<file path="config.mk">
export PLATFORM = sky130hd
export DESIGN_NAME = multi_edge_sync_flat
export DESIGN_NICKNAME = d
export VERILOG_FILES = /design/src/rtl/edge_sync_pkg.sv /design/src/rtl/multi_edge_sync_if.sv /design/src/rtl/edge_sync_chan.sv /design/src/rtl/multi_edge_sync.sv /design/src/flat_wrapper.sv
export SDC_FILE = /design/constraint.sdc
export NUM_CORES = 1
export LEC_CHECK = 0
export ABC_AREA = 1
export CORE_AREA = 8 8 76 111
export CTS_BUF_LIST = sky130_fd_sc_hd__clkbuf_8
export DETAILED_ROUTE_END_ITERATION = 16
export DIE_AREA = 0 0 84 119
export PLACE_DENSITY = 0.7
export SLEW_MARGIN = 20
export SYNTH_ARGS = -nofsm -noshare
export SYNTH_HDL_FRONTEND = slang
export SYNTH_SLANG_ARGS = --single-unit
</file>
<file path="constraint.sdc">
create_clock -name outclk -period 1.2 [get_ports outclk]
set_input_delay 0.24 -clock outclk [delete_from_list [all_inputs] [get_ports outclk]]
set_output_delay 0.24 -clock outclk [all_outputs]
set_load 0.01 [all_outputs]
</file>
<file path="src/rtl/edge_sync_pkg.sv">
// ============================================================================
// Module      : edge_sync_pkg
// Description : Shared types, parameter limits and helpers for the
//               multi_edge_sync block (edge-mode encoding, qualification,
//               parameter range check).
// Ports       : none (package)
// Revision    : 1.0 - initial release
// ============================================================================
`default_nettype none

package edge_sync_pkg;

  // Per-channel edge selection, two bits per channel on mode_i.
  typedef enum logic [1:0] {
    OFF  = 2'b00,
    RISE = 2'b01,
    FALL = 2'b10,
    BOTH = 2'b11
  } edge_mode_t;

  // Legal parameter ranges.
  localparam int NCH_MIN         = 1;
  localparam int NCH_MAX         = 32;
  localparam int SYNC_STAGES_MIN = 2;
  localparam int SYNC_STAGES_MAX = 4;
  localparam int CNT_W_MIN       = 2;
  localparam int CNT_W_MAX       = 16;
  localparam int FILT_LEN_MIN    = 2;
  localparam int FILT_LEN_MAX    = 15;

  // True when the detected edge direction is enabled by the channel mode.
  function automatic logic edge_qualifies(input edge_mode_t mode,
                                          input logic       rise,
                                          input logic       fall);
    logic q;
    case (mode)
      RISE:    q = rise;
      FALL:    q = fall;
      BOTH:    q = rise | fall;
      default: q = 1'b0;
    endcase
    return q;
  endfunction

  // True when every parameter lies inside its legal range.
  function automatic bit params_ok(input int nch, input int sync_stages,
                                   input int cnt_w, input int filt_len);
    return (nch >= NCH_MIN) && (nch <= NCH_MAX) &&
           (sync_stages >= SYNC_STAGES_MIN) && (sync_stages <= SYNC_STAGES_MAX) &&
           (cnt_w >= CNT_W_MIN) && (cnt_w <= CNT_W_MAX) &&
           (filt_len >= FILT_LEN_MIN) && (filt_len <= FILT_LEN_MAX);
  endfunction

endpackage

`default_nettype wire

</file>
<file path="src/rtl/multi_edge_sync_if.sv">
// ============================================================================
// Module      : multi_edge_sync_if
// Description : Channel bus of the multi_edge_sync block.
// Signals     : async_sig [NCH]       asynchronous level inputs
//               mode_i    [2*NCH]     per-channel edge mode (edge_mode_t)
//               clr_i     [NCH]       per-channel clear of pending + counter
//               pulse_o   [NCH]       one-clock pulse per qualifying edge
//               pend_o    [NCH]       sticky pending flags
//               cnt_o     [NCH*CNT_W] saturating counts, channel 0 in LSBs
//               armed_o               high once post-reset hold-off elapsed
// Modports    : slave  - the synchroniser block
//               master - the block's user
// Revision    : 1.0 - initial release
// ============================================================================
`default_nettype none

interface multi_edge_sync_if #(
  parameter int NCH   = 4,
  parameter int CNT_W = 8
);

  logic [NCH-1:0]       async_sig;
  logic [2*NCH-1:0]     mode_i;
  logic [NCH-1:0]       clr_i;
  logic [NCH-1:0]       pulse_o;
  logic [NCH-1:0]       pend_o;
  logic [NCH*CNT_W-1:0] cnt_o;
  logic                 armed_o;

  modport slave (
    input  async_sig, mode_i, clr_i,
    output pulse_o, pend_o, cnt_o, armed_o
  );

  modport master (
    output async_sig, mode_i, clr_i,
    input  pulse_o, pend_o, cnt_o, armed_o
  );

endinterface

`default_nettype wire

</file>
<file path="src/rtl/edge_sync_chan.sv">
// ============================================================================
// Module      : edge_sync_chan
// Description : One channel: synchroniser chain, optional glitch filter,
//               history flop, edge qualification, registered pulse, sticky
//               pending flag and saturating event counter.
// Ports       : outclk  - destination clock (rising edge)
//               rst_n   - asynchronous active-low reset
//               armed_i - shared hold-off done; low suppresses pulses
//               async_i - asynchronous level input
//               mode_i  - edge mode for this channel
//               clr_i   - synchronous clear of pending flag and counter
//               pulse_o - one-clock pulse per qualifying edge
//               pend_o  - sticky pending flag
//               cnt_o   - saturating event count
// Macro       : EDGE_GLITCH_FILTER_EN - inserts the FILT_LEN glitch filter
// Revision    : 1.0 - initial release
// ============================================================================
`default_nettype none

module edge_sync_chan
  import edge_sync_pkg::*;
#(
  parameter int SYNC_STAGES = 2,
  parameter int CNT_W       = 8,
  parameter int FILT_LEN    = 4
) (
  input  wire logic             outclk,
  input  wire logic             rst_n,
  input  wire logic             armed_i,
  input  wire logic             async_i,
  input  wire edge_mode_t       mode_i,
  input  wire logic             clr_i,
  output      logic             pulse_o,
  output      logic             pend_o,
  output      logic [CNT_W-1:0] cnt_o
);

  localparam logic [CNT_W-1:0] CNT_MAX = '1;

  logic [SYNC_STAGES-1:0] sync_q;
  logic                   last_w;
  logic                   lvl_w;
  logic                   hist_q, hist_d;
  logic                   rise_w, fall_w, qual_w;
  logic                   pulse_q;
  logic                   pend_q, pend_d;
  logic [CNT_W-1:0]       cnt_q, cnt_d;

  // Synchroniser chain; bit 0 samples the asynchronous input.
  always_ff @(posedge outclk or negedge rst_n) begin
    if (!rst_n) begin
      sync_q <= '0;
    end else begin
      sync_q <= {sync_q[SYNC_STAGES-2:0], async_i};
    end
  end

  assign last_w = sync_q[SYNC_STAGES-1];

`ifdef EDGE_GLITCH_FILTER_EN
  localparam int FCNT_W = 4;

  logic              filt_q, filt_d;
  logic [FCNT_W-1:0] fcnt_q, fcnt_d;

  // The filtered level follows the chain only after it has disagreed for
  // FILT_LEN consecutive clocks. During hold-off it tracks the chain
  // directly so a level present at reset release never looks like an edge.
  always_comb begin
    filt_d = filt_q;
    fcnt_d = '0;
    if (!armed_i) begin
      filt_d = last_w;
    end else if (last_w != filt_q) begin
      if (fcnt_q == FCNT_W'(FILT_LEN - 1)) begin
        filt_d = last_w;
      end else begin
        fcnt_d = fcnt_q + 1'b1;
      end
    end
  end

  always_ff @(posedge outclk or negedge rst_n) begin
    if (!rst_n) begin
      filt_q <= 1'b0;
      fcnt_q <= '0;
    end else begin
      filt_q <= filt_d;
      fcnt_q <= fcnt_d;
    end
  end

  assign lvl_w = filt_q;
`else
  assign lvl_w = last_w;
`endif

  // History tracks the chain itself while not armed (same as lvl_w in the
  // unfiltered build), so hold-off ends with history equal to the level.
  assign hist_d = armed_i ? lvl_w : last_w;

  assign rise_w = lvl_w & ~hist_q;
  assign fall_w = ~lvl_w & hist_q;
  assign qual_w = armed_i & edge_qualifies(mode_i, rise_w, fall_w);

  // Pending and counter react to the registered pulse, so a clear sampled
  // while pulse_o is high still records that event (pend=1, cnt=1).
  always_comb begin
    pend_d = pend_q;
    cnt_d  = cnt_q;
    if (clr_i) begin
      pend_d = pulse_q;
      cnt_d  = pulse_q ? CNT_W'(1) : '0;
    end else if (pulse_q) begin
      pend_d = 1'b1;
      if (cnt_q != CNT_MAX) begin
        cnt_d = cnt_q + 1'b1;
      end
    end
  end

  always_ff @(posedge outclk or negedge rst_n) begin
    if (!rst_n) begin
      hist_q  <= 1'b0;
      pulse_q <= 1'b0;
      pend_q  <= 1'b0;
      cnt_q   <= '0;
    end else begin
      hist_q  <= hist_d;
      pulse_q <= qual_w;
      pend_q  <= pend_d;
      cnt_q   <= cnt_d;
    end
  end

  assign pulse_o = pulse_q;
  assign pend_o  = pend_q;
  assign cnt_o   = cnt_q;

endmodule

`default_nettype wire

</file>
<file path="src/rtl/multi_edge_sync.sv">
// ============================================================================
// Module      : multi_edge_sync
// Description : NCH independent asynchronous-level edge detectors in the
//               outclk domain, each with a SYNC_STAGES synchroniser, edge
//               mode select, registered pulse, sticky pending flag and
//               saturating counter. A shared hold-off counter suppresses
//               pulses for SYNC_STAGES+1 clocks after reset release.
// Ports       : outclk - destination clock (rising edge)
//               rst_n  - asynchronous active-low reset
//               bus    - multi_edge_sync_if.slave (async_sig, mode_i, clr_i,
//                        pulse_o, pend_o, cnt_o, armed_o)
// Macro       : EDGE_GLITCH_FILTER_EN - per-channel glitch filter of
//               FILT_LEN clocks; FILT_LEN is ignored when undefined
// Revision    : 1.0 - initial release
// ============================================================================
`default_nettype none

module multi_edge_sync
  import edge_sync_pkg::*;
#(
  parameter int NCH         = 4,
  parameter int SYNC_STAGES = 2,
  parameter int CNT_W       = 8,
  parameter int FILT_LEN    = 4
) (
  input wire logic        outclk,
  input wire logic        rst_n,
  multi_edge_sync_if.slave bus
);

  // Wide enough to count to SYNC_STAGES_MAX+1.
  localparam int HOLD_W    = 3;
  localparam bit PARAMS_OK = params_ok(NCH, SYNC_STAGES, CNT_W, FILT_LEN);

  // Out-of-range parameters leave this marker scope in the elaborated
  // hierarchy where netlist reports make it easy to spot.
  if (!PARAMS_OK) begin : g_param_range_violation
  end

  logic [HOLD_W-1:0]    hold_q, hold_d;
  logic                 armed_q, armed_d;
  logic [NCH-1:0]       pulse_w;
  logic [NCH-1:0]       pend_w;
  logic [NCH*CNT_W-1:0] cnt_w;

  // Hold-off: armed after SYNC_STAGES+1 clocks, then frozen until reset.
  always_comb begin
    hold_d  = hold_q;
    armed_d = armed_q;
    if (!armed_q) begin
      hold_d = hold_q + 1'b1;
      if (hold_q == HOLD_W'(SYNC_STAGES)) begin
        armed_d = 1'b1;
      end
    end
  end

  always_ff @(posedge outclk or negedge rst_n) begin
    if (!rst_n) begin
      hold_q  <= '0;
      armed_q <= 1'b0;
    end else begin
      hold_q  <= hold_d;
      armed_q <= armed_d;
    end
  end

  for (genvar ch = 0; ch < NCH; ch++) begin : g_chan
    edge_sync_chan #(
      .SYNC_STAGES (SYNC_STAGES),
      .CNT_W       (CNT_W),
      .FILT_LEN    (FILT_LEN)
    ) u_chan (
      .outclk  (outclk),
      .rst_n   (rst_n),
      .armed_i (armed_q),
      .async_i (bus.async_sig[ch]),
      .mode_i  (edge_mode_t'(bus.mode_i[2*ch +: 2])),
      .clr_i   (bus.clr_i[ch]),
      .pulse_o (pulse_w[ch]),
      .pend_o  (pend_w[ch]),
      .cnt_o   (cnt_w[ch*CNT_W +: CNT_W])
    );
  end

  assign bus.pulse_o = pulse_w;
  assign bus.pend_o  = pend_w;
  assign bus.cnt_o   = cnt_w;
  assign bus.armed_o = armed_q;

endmodule

`default_nettype wire

</file>
<file path="src/flat_wrapper.sv">
// flat-port wrapper written by rule: the top's interface ports become plain ports
module multi_edge_sync_flat import edge_sync_pkg::*;
#(
  parameter int NCH         = 4,
  parameter int SYNC_STAGES = 2,
  parameter int CNT_W       = 8,
  parameter int FILT_LEN    = 4
)
  (outclk, rst_n, bus_async_sig, bus_mode_i, bus_clr_i, bus_pulse_o, bus_pend_o, bus_cnt_o, bus_armed_o);
  multi_edge_sync_if #(.NCH(NCH), .CNT_W(CNT_W)) bus_i ();
  input wire logic outclk;
  input wire logic rst_n;
  input wire logic [$bits(bus_i.async_sig)-1:0] bus_async_sig;
  input wire logic [$bits(bus_i.mode_i)-1:0] bus_mode_i;
  input wire logic [$bits(bus_i.clr_i)-1:0] bus_clr_i;
  output wire logic [$bits(bus_i.pulse_o)-1:0] bus_pulse_o;
  output wire logic [$bits(bus_i.pend_o)-1:0] bus_pend_o;
  output wire logic [$bits(bus_i.cnt_o)-1:0] bus_cnt_o;
  output wire logic [$bits(bus_i.armed_o)-1:0] bus_armed_o;
  assign bus_i.async_sig = bus_async_sig;
  assign bus_i.mode_i = bus_mode_i;
  assign bus_i.clr_i = bus_clr_i;
  assign bus_pulse_o = bus_i.pulse_o;
  assign bus_pend_o = bus_i.pend_o;
  assign bus_cnt_o = bus_i.cnt_o;
  assign bus_armed_o = bus_i.armed_o;
  multi_edge_sync #(.NCH(NCH), .SYNC_STAGES(SYNC_STAGES), .CNT_W(CNT_W), .FILT_LEN(FILT_LEN)) u_core (.outclk(outclk), .rst_n(rst_n), .bus(bus_i));
endmodule
</file>
==> reports/metrics.cfg <==
[run_status]
status=complete, but fails checks
violations=setup timing

[sta]
timing.final.crit_share_pct=112
post-route-min-period_ps=1350
hold_violations=0
whs_ps=356
finClkSkew_ps=9.58
drv_slew=0
fin_ws_ps=-147
setup_viol=30
tns_ps=-2720
rsz0062_at_grt=yes
tightest_slew_ps=310
timing.max_slew.rel_slack_pct=79.4
max_freq_mhz=742

[placement]
placedCellCount=513
hpwl_um=4940
place_congestion=0.863
port_buffers=58

[clocking]
clock_sinks=56
cts_tree=built
htree_num_levels=2
clkTransAtPathRegs_ps=100
cts_inserted_buffers=5
cts-root-buf=clkbuf_8
worstSkewPairLatency_ps=300
clock_path_buffers=2

[worst_setup_path]
critPathArrivalTime_ps=1550
cp.required_ps=1400
reg2reg_slack_ps=-150
crit_fanout=3
crit_type=reg2reg
cp-start-kind=flop
setup.worst_path.end_class=flop

[power_and_ir_drop]
finalPower_mw=4.21
powerDensity_nw_per_um2=968
leakage_nw=2.28
irDropWorstVdd_mv=0.819

[logic_synthesis]
synth.area.mux_share_pct=0
synth.avg_cell_area_um2=8.43
synth_compound_area_share_pct=9.91
synthCells=340
yosysSeqAreaShare_pct=48.9
synthXorXnorAreaFrac_pct=1.53
synth-adder-area-share_pct=6.11
syn-cell-area_um2=2870
ys.warnings.count=0
synth_cell_types=24
yosys.area_share.simple_pct=24.9
ys_ff_latch=56
synth_fp_nets=372
synth_top_family_by_area=simple AND/OR/NAND/NOR gates

[grt]
track_usage_pct=15.3
grt_max_degree=57
overflow=0
grt_pass1_vias=2906
antenna_found_initial=0
grt_pass1_wl_um=13000

[detailed_routing]
routedWlPerCell_um=14.0
route.vias.total=2751
first_pass_iters=4
drt_iter0_markers=108
ant_nets=0
drc=0
finalWirelength_um=7750
viasPerCell=4.97

[job]
cap_violations=0

[finish]
layout.nets=508
syn_to_final_growth_pct=51.9
fin_util_pct=63.9
drive_above_1_share_pct=41.0
stdcell_count=554
diodes=0

[die]
initial_core_util_pct=42.1
die_height_um=119
fp-row-count=37
die_area_um2=10000
boundaryPins=59
design.core.area_um2=6810
die_x_um=84

[hold_path]
hold_path_class=reg2reg

==> routing by layer <==
| layer | vias to the layer above | part of all wire [%] | global-route usage [%] |
|---|---|---|---|
| li1 | 1352 | - | - |
| met1 | 1331 | 39 | 15.9 |
| met2 | 55 | 56 | 29.0 |
| met3 | 13 | 3.1 | 3.21 |
| met4 | 0 | 1.8 | 5.75 |
| met5 | - | 0 | 0 |
==> critical path, stage by stage (launching register included) <==
cell	delay (ps)
dfrtp_1	390
buf_6	110
ha_4	140
nand2_4	60
nor2_4	140
nand3_4	130
buf_6	140
o211ai_1	60
nand2_1	70
==> layout make-up <==
cell class | instances | area (um2)
Inverter | 41 | 161
Fill cell | 565 | 2450
Timing Repair Buffer | 138 | 1050
Clock buffer | 7 | 96.3
Multi-Input combinational cell | 234 | 1540
Tap cell | 78 | 97.6
Sequential cell | 56 | 1410
==> where the power goes <==
group	total (mW)	internal [mW]	switching, mW	leakage [nW]
combinational	1.01	0.519	0.495	1.52
clock	1.10	0.516	0.587	0.0503
sequential	2.10	2.00	0.0966	0.712
total	4.21	3.03	1.18	2.28
==> layout by cell type (no fill, tap or decap), drive strengths merged <==
cell type and instances:
buf 105, nand2 98, dfrtp 56, inv 41
nor2 37, nand3 25, clkbuf 23, o21ai 19
clkdlybuf4s50 16, a21oi 16, ha 14, o211ai 6
nand3b 4, o21bai 4, xor2 4, a31oi 3
a21o 2, xnor2 1, or2 1, dlygate4sd3 1
==> cell usage after synthesis, drive strengths merged <==
| library cell | instances | area (um2) |
|---|---|---|
| xnor2 | 1 | 8.76 |
| o211ai | 6 | 45.0 |
| nand2 | 96 | 378 |
| dfrtp | 56 | 1400 |
| or2 | 1 | 6.26 |
| buf | 11 | 93.8 |
| ha | 14 | 175 |
| o21bai | 4 | 30.0 |
| a21oi | 16 | 80.1 |
| a21o | 2 | 15.0 |
| xor2 | 4 | 35.0 |
| inv | 41 | 154 |
| o21ai | 19 | 95.1 |
| nor2 | 37 | 159 |
| a31oi | 3 | 18.8 |
| nand3b | 4 | 30.0 |
| nand3 | 25 | 140 |
==> what timing repair did <==
| item | CTS | global route |
|---|---|---|
| endpoints found under the setup margin | 73 | 60 |
| setup buffers | 27 | 6 |
| resized for setup | 174 | 67 |
| hold buffers | 1 | 0 |
| hold endpoints to repair | 56 | 0 |
| pin swaps | 24 | 20 |
| gates cloned | 2 | 0 |
==> state kept, by name (all words and copies together), names as in the netlist <==
signal,count
u_core.bus.armed_o,1
u_core.g_chan.u_chan.cnt_o,32
u_core.g_chan.u_chan.pulse_o,4
u_core.g_chan.u_chan.pend_o,4
u_core.g_chan.u_chan.hist_q,4
u_core.hold_q,3
u_core.g_chan.u_chan.sync_q,8
==> path summary, 6_finish.rpt <==
kind,from,endpoint,depth (start not counted)
worst max-delay path,u_core.g_chan[2].u_chan.cnt_o[0],u_core.g_chan[2].u_chan.cnt_o[0],8
worst min-delay path,u_core.g_chan[3].u_chan.sync_q[0],u_core.g_chan[3].u_chan.sync_q[1],0
worst max register to register,u_core.g_chan[2].u_chan.cnt_o[0],u_core.g_chan[2].u_chan.cnt_o[0],8
worst min register to register,u_core.g_chan[3].u_chan.sync_q[0],u_core.g_chan[3].u_chan.sync_q[1],0
max in group asynchronous,rst_n,u_core.g_chan[2].u_chan.cnt_o[1],3
min in group asynchronous,rst_n,u_core.g_chan[3].u_chan.sync_q[0],3
==> per-stage QoR <==
stage | cell area, um2 | setup WS [ps]
after floorplan | 2900 | -112
after global placement | 3850 | -212
after detailed placement | 3850 | -248
after CTS | 4300 | -116
after global routing | 4350 | -200
final | 4350 | -147
==> cell families (layout without fill, tap and decap cells) <==
kind of cell,Yosys count,in the layout
buffers and inverters,52,186
AND/OR/NAND/NOR,163,165
AO/OA/AOI/OAI,50,50
adder cells (fa/ha/maj),14,14
XOR/XNOR,5,5
flip-flops,56,56
Power figures use the tool's default switching activity.
